`src/rtl/dup_demux_buf_if.sv`:
```
// Handshake bundle for dup_demux_buf.
//   Producer side: in_data, in_s, in_valid -> ; <- in_ready
//   Destination A: <- a_data, a_valid, a_count ; a_ready ->
//   Destination B: <- b_data, b_valid, b_count ; b_ready ->
// master: the environment (producer + both consumers).
// slave : the demultiplexer itself.
interface dup_demux_buf_if #(
  parameter int WIDTH = 32,
  parameter int DEPTH = 2
);
  localparam int CW = $clog2(DEPTH) + 1;

  logic [WIDTH-1:0] in_data;
  logic             in_s;
  logic             in_valid;
  logic             in_ready;
  logic [WIDTH-1:0] a_data;
  logic             a_valid;
  logic             a_ready;
  logic [WIDTH-1:0] b_data;
  logic             b_valid;
  logic             b_ready;
  logic [CW-1:0]    a_count;
  logic [CW-1:0]    b_count;

  modport master (
    output in_data, in_s, in_valid, a_ready, b_ready,
    input  in_ready, a_data, a_valid, b_data, b_valid, a_count, b_count
  );

  modport slave (
    input  in_data, in_s, in_valid, a_ready, b_ready,
    output in_ready, a_data, a_valid, b_data, b_valid, a_count, b_count
  );
endinterface

```
`src/rtl/dup_demux_buf.sv`:
```
// Buffered 1-to-2 demultiplexer. Each producer beat is steered by in_s to
// destination A (0) or B (1); every destination owns a DEPTH-entry FIFO so
// back-pressure on one side never disturbs the other.
// Ports:
//   clk   - rising-edge clock
//   rst_n - asynchronous active-low reset (clears pointers/counts, not storage)
//   bus   - dup_demux_buf_if.slave: producer handshake, A/B outputs, counts
module dup_demux_buf #(
  parameter int WIDTH = 32,
  parameter int DEPTH = 2
) (
  input logic           clk,
  input logic           rst_n,
  dup_demux_buf_if.slave bus
);
  localparam int PW = $clog2(DEPTH);
  localparam int CW = PW + 1;
  localparam logic [CW-1:0] FULL = CW'(DEPTH);

  // Index 0 is destination A, index 1 is destination B.
  logic [WIDTH-1:0] mem  [2][DEPTH];
  logic [PW-1:0]    wptr [2];
  logic [PW-1:0]    rptr [2];
  logic [CW-1:0]    cnt  [2];

  logic [1:0] sel;
  logic [1:0] rdy;
  logic [1:0] push;
  logic [1:0] pop;
  logic [1:0] nonempty;
  logic       in_ready_i;

  // in_ready depends only on registered counts and in_s: no path from
  // the consumer readies, so a same-cycle pop never frees a full FIFO.
  always_comb begin
    sel        = {bus.in_s, ~bus.in_s};
    rdy        = {bus.b_ready, bus.a_ready};
    in_ready_i = bus.in_s ? (cnt[1] != FULL) : (cnt[0] != FULL);
    nonempty   = '0;
    push       = '0;
    pop        = '0;
    for (int unsigned i = 0; i < 2; i++) begin
      nonempty[i] = (cnt[i] != '0);
      push[i]     = bus.in_valid && in_ready_i && sel[i];
      pop[i]      = nonempty[i] && rdy[i];
    end
  end

  always_ff @(posedge clk or negedge rst_n) begin
    if (!rst_n) begin
      for (int unsigned i = 0; i < 2; i++) begin
        wptr[i] <= '0;
        rptr[i] <= '0;
        cnt[i]  <= '0;
      end
    end else begin
      for (int unsigned i = 0; i < 2; i++) begin
        if (push[i]) wptr[i] <= wptr[i] + PW'(1);
        if (pop[i])  rptr[i] <= rptr[i] + PW'(1);
        cnt[i] <= cnt[i] + CW'(push[i]) - CW'(pop[i]);
      end
    end
  end

  // Storage is deliberately left out of reset.
  always_ff @(posedge clk) begin
    for (int unsigned i = 0; i < 2; i++) begin
      if (push[i]) mem[i][wptr[i]] <= bus.in_data;
    end
  end

  assign bus.in_ready = in_ready_i;
  assign bus.a_data   = mem[0][rptr[0]];
  assign bus.b_data   = mem[1][rptr[1]];
  assign bus.a_valid  = nonempty[0];
  assign bus.b_valid  = nonempty[1];
  assign bus.a_count  = cnt[0];
  assign bus.b_count  = cnt[1];
endmodule

```
`src/flat_wrapper.sv`:
```
// flat-port wrapper written by rule: the top's interface ports become plain ports
module dup_demux_buf_flat 
#(
  parameter int WIDTH = 32,
  parameter int DEPTH = 2
)
  (clk, rst_n, bus_in_data, bus_in_s, bus_in_valid, bus_a_ready, bus_b_ready, bus_in_ready, bus_a_data, bus_a_valid, bus_b_data, bus_b_valid, bus_a_count, bus_b_count);
  dup_demux_buf_if #(.WIDTH(WIDTH), .DEPTH(DEPTH)) bus_i ();
  input logic clk;
  input logic rst_n;
  input wire logic [$bits(bus_i.in_data)-1:0] bus_in_data;
  input wire logic [$bits(bus_i.in_s)-1:0] bus_in_s;
  input wire logic [$bits(bus_i.in_valid)-1:0] bus_in_valid;
  input wire logic [$bits(bus_i.a_ready)-1:0] bus_a_ready;
  input wire logic [$bits(bus_i.b_ready)-1:0] bus_b_ready;
  output wire logic [$bits(bus_i.in_ready)-1:0] bus_in_ready;
  output wire logic [$bits(bus_i.a_data)-1:0] bus_a_data;
  output wire logic [$bits(bus_i.a_valid)-1:0] bus_a_valid;
  output wire logic [$bits(bus_i.b_data)-1:0] bus_b_data;
  output wire logic [$bits(bus_i.b_valid)-1:0] bus_b_valid;
  output wire logic [$bits(bus_i.a_count)-1:0] bus_a_count;
  output wire logic [$bits(bus_i.b_count)-1:0] bus_b_count;
  assign bus_i.in_data = bus_in_data;
  assign bus_i.in_s = bus_in_s;
  assign bus_i.in_valid = bus_in_valid;
  assign bus_i.a_ready = bus_a_ready;
  assign bus_i.b_ready = bus_b_ready;
  assign bus_in_ready = bus_i.in_ready;
  assign bus_a_data = bus_i.a_data;
  assign bus_a_valid = bus_i.a_valid;
  assign bus_b_data = bus_i.b_data;
  assign bus_b_valid = bus_i.b_valid;
  assign bus_a_count = bus_i.a_count;
  assign bus_b_count = bus_i.b_count;
  dup_demux_buf #(.WIDTH(WIDTH), .DEPTH(DEPTH)) u_core (.clk(clk), .rst_n(rst_n), .bus(bus_i));
endmodule
```
`config.mk`:
```
export PLATFORM = sky130hd
export DESIGN_NAME = dup_demux_buf_flat
export DESIGN_NICKNAME = d
export VERILOG_FILES = /design/src/rtl/dup_demux_buf_if.sv /design/src/rtl/dup_demux_buf.sv /design/src/flat_wrapper.sv
export SDC_FILE = /design/constraint.sdc
export NUM_CORES = 1
export LEC_CHECK = 0
export BUFFER_PORTS_ARGS = -buffer_cell sky130_fd_sc_hd__buf_2
export CORE_MARGIN = 2
export CORE_UTILIZATION = 35
export CTS_BUF_LIST = sky130_fd_sc_hd__clkbuf_8 sky130_fd_sc_hd__clkbuf_16
export DETAILED_ROUTE_END_ITERATION = 10
export SLEW_MARGIN = 5
export SYNTH_ARGS = -nofsm -noshare
export SYNTH_HDL_FRONTEND = slang
export SYNTH_SLANG_ARGS = --single-unit
```
`constraint.sdc`:
```
create_clock -name clk -period 3.34 [get_ports clk]
set_input_delay 0.668 -clock clk [delete_from_list [all_inputs] [get_ports clk]]
set_output_delay 0.668 -clock clk [all_outputs]
set_load 0.02 [all_outputs]
```
==> results.json, run 1 <==
{
  "clock_sinks": 136,
  "crit_family": "flip-flops",
  "busiest_layer": "met2",
  "yosysUniqueCellTypes": 20,
  "finClkSkew_ps": 9.10,
  "register_area_sq_um": 4050,
  "syn_avg_cell_area_sq_um": 22.2,
  "die_width_um": 127,
  "setup_violations": 0,
  "final_nets": 407,
  "clockBufferDepth": 2,
  "dieArea_sq_um": 16200,
  "ios": 109,
  "start_util_pct": 36.2,
  "yosys_warnings": 0,
  "hpwl_um": 5930,
  "fp.dieH_um": 127,
  "worst-setup-path-type": "reg -> out",
  "grt_pass1_vias": 2711,
  "firstDrtPassIters": 4,
  "cts-resized-gates": 0,
  "critPathMaxStageDelay_ps": 1100,
  "ys_seq_area_share_pct": 76.3,
  "place_congestion": 0.655,
  "hold_viol": 0,
  "core_sq_um": 14600,
  "power_density_nw_per_um2": 882,
  "multi_input_area_sq_um": 1170,
  "crit_path_end_kind": "output port",
  "grt_start_max_net_pins": 34,
  "ys_ff_latch": 136,
  "leakagePower_nw": 2.64,
  "finalSetupTns_ps": 0,
  "cap_violations": 0,
  "netlist_instances": 239,
  "status": "completed",
  "htreeDepth": 4,
  "r2r_slack_ps": 1420,
  "area_delta_synth_final_pct": 24.7,
  "numCtsBuffers": 17,
  "tightest_slew_ps": 1130,
  "drc_errors": 0,
  "max_freq_ghz": 0.358,
  "rsz0062_at_grt": "false",
  "synth_ff_type": "edfxtp_1",
  "holdBufCountCts": 0,
  "post-cts-setup-buffers": 0,
  "path_buf_inv": 1,
  "antenna_cells": 0,
  "arrival_ps": 2130,
  "ant_nets": 0,
  "cp.required_ps": 2670,
  "drt-total-wl_um": 9520,
  "clk_pin_slew_ps": 60,
  "grt_antenna_before_repair": 1,
  "met2_usage_pct": 20.2,
  "maxSlewHeadroom_pct": 24.8,
  "power.total_mw": 5.83,
  "io_buffers": 108,
  "min_period_over_period_pct": 83.6,
  "async_reset_ff_share_pct": 5.88,
  "worstPathMaxFanout": 33,
  "met1_usage_pct": 14.7,
  "layout_min_cycle_time_ps": 2790,
  "insertion_delay_ps": 410,
  "clockRootBuffer": "clkbuf_16",
  "syn_area_sq_um": 5300,
  "irDropWorstVdd_uv": 697,
  "hold_slack_ps": 95.3,
  "cts_tree": "yes",
  "vias": 2568,
  "grt_pass1_wl_um": 14500,
  "grt_usage_pct": 12.4,
  "cp_slowest_cell": "dfrtp_2",
  "n_fill_cell": 1296,
  "min_path_type": "in -> async",
  "final_common_cell": "edfxtp_1",
  "wl_per_cell_um": 16.9,
  "globalRouteMet3Util_pct": 5.49,
  "final_layout_size_suffix_gt1_share_pct": 56.3,
  "grt_overflow": 0,
  "rows": 44,
  "crit_chain": "mux2_2, buf_2",
  "routed_via_density": 4.57,
  "drtIter0Drc": 142,
  "slew_viol_final": 0,
  "synth_edf_count": 128,
  "syn_nets": 281,
  "final_cell_mix": "edfxtp_1, buf_2, mux2_4",
  "critPathLaunchType": "flop"
}
[per-layer routing]
layer	part of all wire, %	routed length [um]
met1	43	4080
met2	49	4630
met3	6.7	636
met4	1.7	158
met5	0.14	13
[through the flow]
| stage | setup WS, ps | instance area (sq um) | utilization, % | instances |
|---|---|---|---|---|
| after floorplan | 547 | 5300 | - | 239 |
| after global placement | 973 | 6070 | 41.4 | 530 |
| after detailed placement | 934 | 6070 | 41.4 | 530 |
| after CTS | 485 | 6610 | 45.2 | 562 |
| after global routing | 429 | 6610 | 45.2 | 562 |
| final | 547 | 6610 | 45.2 | 562 |
[power by group]
group	switching (mW)	internal [mW]
logic	0.946	0.851
registers	0.206	2.14
clock network	0.629	1.06
[flip-flops by register name (all words and copies together), names as in the netlist]
signal	flops
u_core.mem	128
u_core.rptr	2
u_core.bus.a_count	2
u_core.bus.b_count	2
u_core.wptr	2
[Yosys cell counts (2+ instances only)]
cell type / number / area share [%]
mux2_2: 6 / 1.3
and2_4: 2 / 0.33
nor2_1: 2 / 0.14
xor2_1: 3 / 0.50
and2_1: 2 / 0.24
ha_1: 4 / 0.94
xnor2_1: 5 / 0.83
buf_6: 8 / 1.7
edfxtp_1: 128 / 72
dfrtp_1: 8 / 3.8
inv_1: 5 / 0.35
mux2_4: 58 / 16
[path summary, 6_finish.rpt]
check	to	startpoint	depth (start not counted)
worst max register to register	u_core.mem[0][38]$_DFFE_PP_	u_core.bus.a_count[0]$_DFF_PN0_	4
worst max-delay path	bus_b_data[0]	u_core.rptr[0]$_DFFE_PN0P_	2
worst min-delay path	u_core.bus.b_count[1]$_DFF_PN0_	rst_n	1
max in group asynchronous	u_core.rptr[1]$_DFFE_PN0P_	rst_n	1
worst min register to register	u_core.bus.a_count[1]$_DFF_PN0_	u_core.bus.a_count[1]$_DFF_PN0_	1
min in group clk	u_core.mem[0][37]$_DFFE_PP_	bus_in_data[5]	1
[kinds of logic after synthesis]
kind of cell	after synthesis	share of synthesized area, %
buffers and inverters	13	2.05
AO/OA/AOI/OAI	2	0.283
XOR/XNOR	8	1.32
AND/OR/NAND/NOR	12	1.44
flip-flops	136	76.3
multiplexers	64	17.7
adder cells (fa/ha/maj)	4	0.944
[area by class of cell]
type,count,area share [%]
flip-flops and latches,136,61.2
multi-input cells,90,17.7
repair buffers,115,9.16
clock buffers,20,7.06
well taps,184,3.48
clock inverters,12,1.17
inverters,5,0.284
(Power assumes the default switching activity.)
==> inputs of run 2 (changes only) <==
Clock period 3.34 ns to 2.5 ns, I/O delays scaled along.
==> run 2 against run 1 <==
Via count is 1.2% lower. Clock power up 45%. Worst hold slack better by 210 ps. Clock skew increased by 1.5 ps. Design area increased by 1.3%. Sequential power is 27% higher. Largest cell class unchanged.
==> results.json, run 2 (synthesis gave the netlist of run 1 again) <==
{
  "path_buf_inv": 2,
  "p_sw_mw": 2.45,
  "crit_family": "buffers and inverters",
  "cts_tree": "yes",
  "grt_start_max_net_pins": 34,
  "worstPathMaxFanout": 20,
  "worst-setup-path-type": "reg -> out",
  "slew_viol_final": 0,
  "final_nets": 411,
  "sw_frac_of_total_pct": 30.6,
  "critPathMaxStageDelay_ps": 380,
  "min_from": "bus_in_data[18]",
  "internal_power_mw": 5.56,
  "power.total_mw": 8.01,
  "hpwl_um": 6030,
  "cap_violations": 0,
  "finalSetupTns_ps": 0,
  "area_delta_synth_final_pct": 26.3,
  "die_width_um": 127,
  "rows": 44,
  "hold_viol": 0,
  "power_density_nw_per_um2": 1200,
  "min_period_over_period_pct": 86.6,
  "final_common_cell": "edfxtp_1",
  "grt_pass1_wl_um": 14600,
  "drt-total-wl_um": 9450,
  "leakagePower_nw": 2.64,
  "ios": 109,
  "cts-resized-gates": 0,
  "rsz0062_at_grt": "false",
  "p_clk_share_pct": 30.5,
  "drtIter0Drc": 98,
  "n_fill_cell": 1270,
  "io_buffers": 108,
  "setup_violations": 0,
  "insertion_delay_ps": 420,
  "wl_per_cell_um": 16.7,
  "critPathLaunchType": "flop",
  "maxSlewHeadroom_pct": 72.9,
  "r2r_slack_ps": 790,
  "clockBufferDepth": 2,
  "crit_chain": "buf_4, mux2_2, buf_2",
  "core_sq_um": 14600,
  "hold_depth": 1,
  "start_util_pct": 36.2,
  "comb_power_share_pct": 32.3,
  "finClkSkew_ps": 10.6,
  "r2r_cells": 7,
  "final_layout_size_suffix_gt1_share_pct": 57.7,
  "grt_antenna_before_repair": 0,
  "power_frac_seq_pct": 37.3,
  "cp.required_ps": 2000,
  "min_path_type": "in -> reg",
  "timing.rr.end": "u_core.bus.a_count[1]$_DFF_PN0_",
  "status": "completed",
  "grt_overflow": 0,
  "irDropWorstVdd_uv": 712,
  "tightest_slew_ps": 407,
  "htreeDepth": 4,
  "clock_sinks": 136,
  "crit_path_end_kind": "output port",
  "final_cell_mix": "edfxtp_1, buf_2, mux2_4",
  "arrival_ps": 1670,
  "r2r_start": "u_core.bus.a_count[1]$_DFF_PN0_",
  "layout_min_cycle_time_ps": 2170,
  "ant_nets": 0,
  "grt_usage_pct": 12.5,
  "grt_pass1_vias": 2685,
  "firstDrtPassIters": 4,
  "max_freq_ghz": 0.462,
  "fp.dieH_um": 127,
  "drc_errors": 0,
  "vias": 2537,
  "clockRootBuffer": "clkbuf_16",
  "largest_register_ffs": 128,
  "dieArea_sq_um": 16200,
  "numCtsBuffers": 17,
  "clk_pin_slew_ps": 60,
  "routed_via_density": 4.48,
  "place_congestion": 0.710,
  "hold_end": "u_core.mem[0][50]$_DFFE_PP_",
  "cp_slowest_cell": "mux2_2"
}
[run 2: changes by cell type in the layout (fill, tap and decap cells not counted), sizes merged, moves of 2 or more]
cell / delta
buf: +3
bufinv: +2
clkbuf: -3
clkinv: +3
clkinvlp: +4
inv: -7
[run 2: worst max path at each step]
| stage | from | end | slack [ps] | cells after the start |
|---|---|---|---|---|
| finish | u_core.rptr[1]$_DFFE_PN0P_ | bus_a_data[17] | 330 | 3 |
| global route | u_core.rptr[1]$_DFFE_PN0P_ | bus_a_data[16] | 250 | 3 |
| CTS | u_core.rptr[1]$_DFFE_PN0P_ | bus_a_data[16] | 290 | 3 |
| detailed placement | bus_in_s | u_core.mem[0][6]$_DFFE_PP_ | 660 | 5 |
| global placement | bus_in_s | u_core.mem[0][6]$_DFFE_PP_ | 670 | 5 |
| floorplan | u_core.bus.b_count[0]$_DFF_PN0_ | u_core.mem[0][100]$_DFFE_PP_ | 430 | 3 |
[run 2: worst reg2reg max path, cell delays in order (launching register included)]
cell and delay, ps:
dfrtp_1 410, or2_1 230, and2_4 170, ha_1 270, inv_1 40, ha_1 200, xnor2_1 170, xnor2_1 140
[run 2: area by class of cell]
class                           instances  area, sq um  share of cell area (%)
Tap cell                              184          230                    3.44
Inverter                                5         18.8                   0.280
Clock buffer                           17          425                    6.35
Antenna cell                            1         2.50                  0.0374
Multi-Input combinational cell         90         1170                    17.4
Clock inverter                         14          158                    2.35
Timing Repair Buffer                  119          651                    9.71
Sequential cell                       136         4050                    60.4
[run 2: per-stage QoR]
stage	setup WS [ps]	util [%]	hold WS, ps	std cells	instance area, sq um
finish	334	45.7	302	566	6700
global route	247	45.7	291	565	6700
CTS	290	45.7	289	565	6700
detailed placement	663	41.7	360	533	6100
global placement	666	41.7	356	533	6100
floorplan	425	-	204	239	5310
[run 2: power by group through the flow]
stage          clock network (mW)  logic, mW  registers, mW
5_1_grt                      2.58       2.77           3.02
3_3_place_gp                    0       2.63           3.02
6_report                     2.44       2.58           2.99
4_1_cts                      2.49       2.65           2.99
3_5_place_dp                    0       2.64           3.03
2_1_floorplan                   0       1.92           3.04
[run 2: repair_timing]
| action | 4_1_cts | 5_1_grt |
|---|---|---|
| hold buffers | 1 | 0 |
| buffers inserted | 0 | 0 |
| hold endpoints to repair | 8 | 0 |
[run 2: per-layer routing]
layer | track usage (%) | vias up | part of all wire [%]
met5 | 0 | - | 0
met4 | 5.62 | 0 | 1.8
met3 | 4.82 | 16 | 6.1
met2 | 20.7 | 82 | 49
met1 | 14.6 | 1255 | 43
li1 | - | 1184 | -
==> inputs of run 3 (changes only) <==
Settings changed: CORE_UTILIZATION 35 to 49, PLACE_DENSITY set to 0.75, RECOVER_POWER set to 100.
==> run 3 against run 2 <==
First-iteration DRC count increased by 3.1%. Design area decreased by 5.3%. Sequential share of layout area increased by 3.4 points. Die area decreased by 28%. Sequential power increased by 2%. Global-route usage increased by 4.5 points. Critical endpoint is now bus_b_data[24]. Largest power group unchanged.
==> results.json, run 3 (synthesis gave the netlist of run 1 again) <==
{
  "status": "completed",
  "grt_antenna_before_repair": 0,
  "cts_tree": "yes",
  "timing.rr.end": "u_core.mem[0][43]$_DFFE_PP_",
  "die_width_um": 108,
  "n_fill_cell": 811,
  "drc_errors": 0,
  "wl_per_cell_um": 18.6,
  "clk_pin_slew_ps": 60,
  "irDropWorstVdd_uv": 617,
  "numCtsBuffers": 17,
  "place_congestion": 0.687,
  "drt-total-wl_um": 9580,
  "worst-setup-path-type": "reg -> out",
  "htreeDepth": 4,
  "routed_via_density": 4.95,
  "setup_violations": 0,
  "largest_register_ffs": 128,
  "worstPathMaxFanout": 17,
  "area_delta_synth_final_pct": 19.7,
  "start_util_pct": 50.9,
  "cp_slowest_cell": "dfrtp_4",
  "core_sq_um": 10400,
  "final_common_cell": "edfxtp_1",
  "tightest_slew_ps": 781,
  "ios": 109,
  "maxSlewHeadroom_pct": 47.9,
  "cp.required_ps": 2000,
  "cap_violations": 0,
  "rows": 37,
  "power.total_mw": 7.55,
  "r2r_cells": 4,
  "drtIter0Drc": 101,
  "clockRootBuffer": "clkbuf_8",
  "r2r_slack_ps": 270,
  "critPathMaxStageDelay_ps": 600,
  "dieArea_sq_um": 11700,
  "final_nets": 408,
  "crit_path_end_kind": "output port",
  "firstDrtPassIters": 4,
  "rsz0062_at_grt": "false",
  "hold_end": "u_core.mem[0][72]$_DFFE_PP_",
  "vias": 2551,
  "critPathLaunchType": "flop",
  "fp.dieH_um": 108,
  "crit_chain": "buf_12, mux2_4, clkbuf_1",
  "min_path_type": "in -> reg",
  "insertion_delay_ps": 500,
  "finClkSkew_ps": 8.58,
  "layout_min_cycle_time_ps": 2340,
  "clockBufferDepth": 2,
  "grt_usage_pct": 17.1,
  "slew_viol_final": 0,
  "r2r_start": "u_core.bus.a_count[1]$_DFF_PN0_",
  "grt_pass1_wl_um": 14200,
  "finalSetupTns_ps": 0,
  "ant_nets": 0,
  "grt_start_max_net_pins": 29,
  "antenna_cells": 0,
  "power_density_nw_per_um2": 1190,
  "hold_viol": 0,
  "hpwl_um": 6280,
  "min_period_over_period_pct": 93.4,
  "leakagePower_nw": 2.31,
  "max_freq_ghz": 0.428,
  "final_cell_mix": "edfxtp_1, clkbuf_1, buf_2",
  "arrival_ps": 1840,
  "min_from": "bus_in_data[8]",
  "io_buffers": 108,
  "final_layout_size_suffix_gt1_share_pct": 29.0,
  "clock_sinks": 136,
  "grt_overflow": 0,
  "grt_pass1_vias": 2729,
  "hold_depth": 1
}
==> run 3: where the power goes <==
group	internal (mW)	switching (mW)	total, mW
sequential	2.87	0.177	3.05
combinational	0.851	1.33	2.18
clock	1.48	0.837	2.32
==> run 3: final cells by class <==
cell class / count / area (sq um) / area share, %
inverter: 5 / 18.8 / 0.296
clock buffer: 17 / 414 / 6.53
sequential: 136 / 4050 / 63.8
timing repair buffer: 116 / 547 / 8.62
tap: 136 / 170 / 2.68
multi-input combinational: 90 / 1000 / 15.8
clock inverter: 15 / 143 / 2.25
==> run 3: per-stage QoR <==
step | setup WS (ps) | instances | cell area [sq um] | util (%) | hold slack [ps]
2_1_floorplan | 425 | 239 | 5310 | - | 204
3_3_place_gp | 543 | 482 | 6060 | 58.2 | 363
3_5_place_dp | 512 | 482 | 6060 | 58.2 | 368
4_1_cts | 89.6 | 515 | 6630 | 63.6 | 188
5_1_grt | 52.5 | 515 | 6340 | 60.9 | 242
6_report | 164 | 515 | 6340 | 60.9 | 256
==> run 3: worst max path at each step <==
| stage | from | to | slack [ps] |
|---|---|---|---|
| after floorplan | u_core.bus.b_count[0]$_DFF_PN0_ | u_core.mem[0][100]$_DFFE_PP_ | 430 |
| after global placement | u_core.rptr[0]$_DFFE_PN0P_ | bus_b_data[26] | 540 |
| after detailed placement | u_core.rptr[0]$_DFFE_PN0P_ | bus_b_data[24] | 510 |
| after CTS | u_core.rptr[0]$_DFFE_PN0P_ | bus_b_data[24] | 90 |
| after global routing | u_core.bus.a_count[1]$_DFF_PN0_ | u_core.mem[0][33]$_DFFE_PP_ | 50 |
| final | u_core.rptr[0]$_DFFE_PN0P_ | bus_b_data[24] | 160 |
==> run 3: repair_timing <==
item | in CTS | in global routing
hold buffers | 1 | 0
buffers inserted | 0 | 0
gates resized for setup | 1 | 0
hold endpoints to repair | 8 | 0
setup endpoints to repair | 16 | 0
==> run 3: metal layers <==
metal	GRT usage, %	vias to the layer above	wire length [um]
li1	-	1181	-
met1	19.5	1291	4020
met2	30.1	70	4990
met3	5.79	9	482
met4	5.77	0	87
met5	0	-	0
==> run 3: critical path, delay by kind of cell, from the launching register on <==
family | cells | cell delay, ps
multiplexers | 1 | 320
flip-flops | 1 | 600
buffers and inverters | 2 | 410
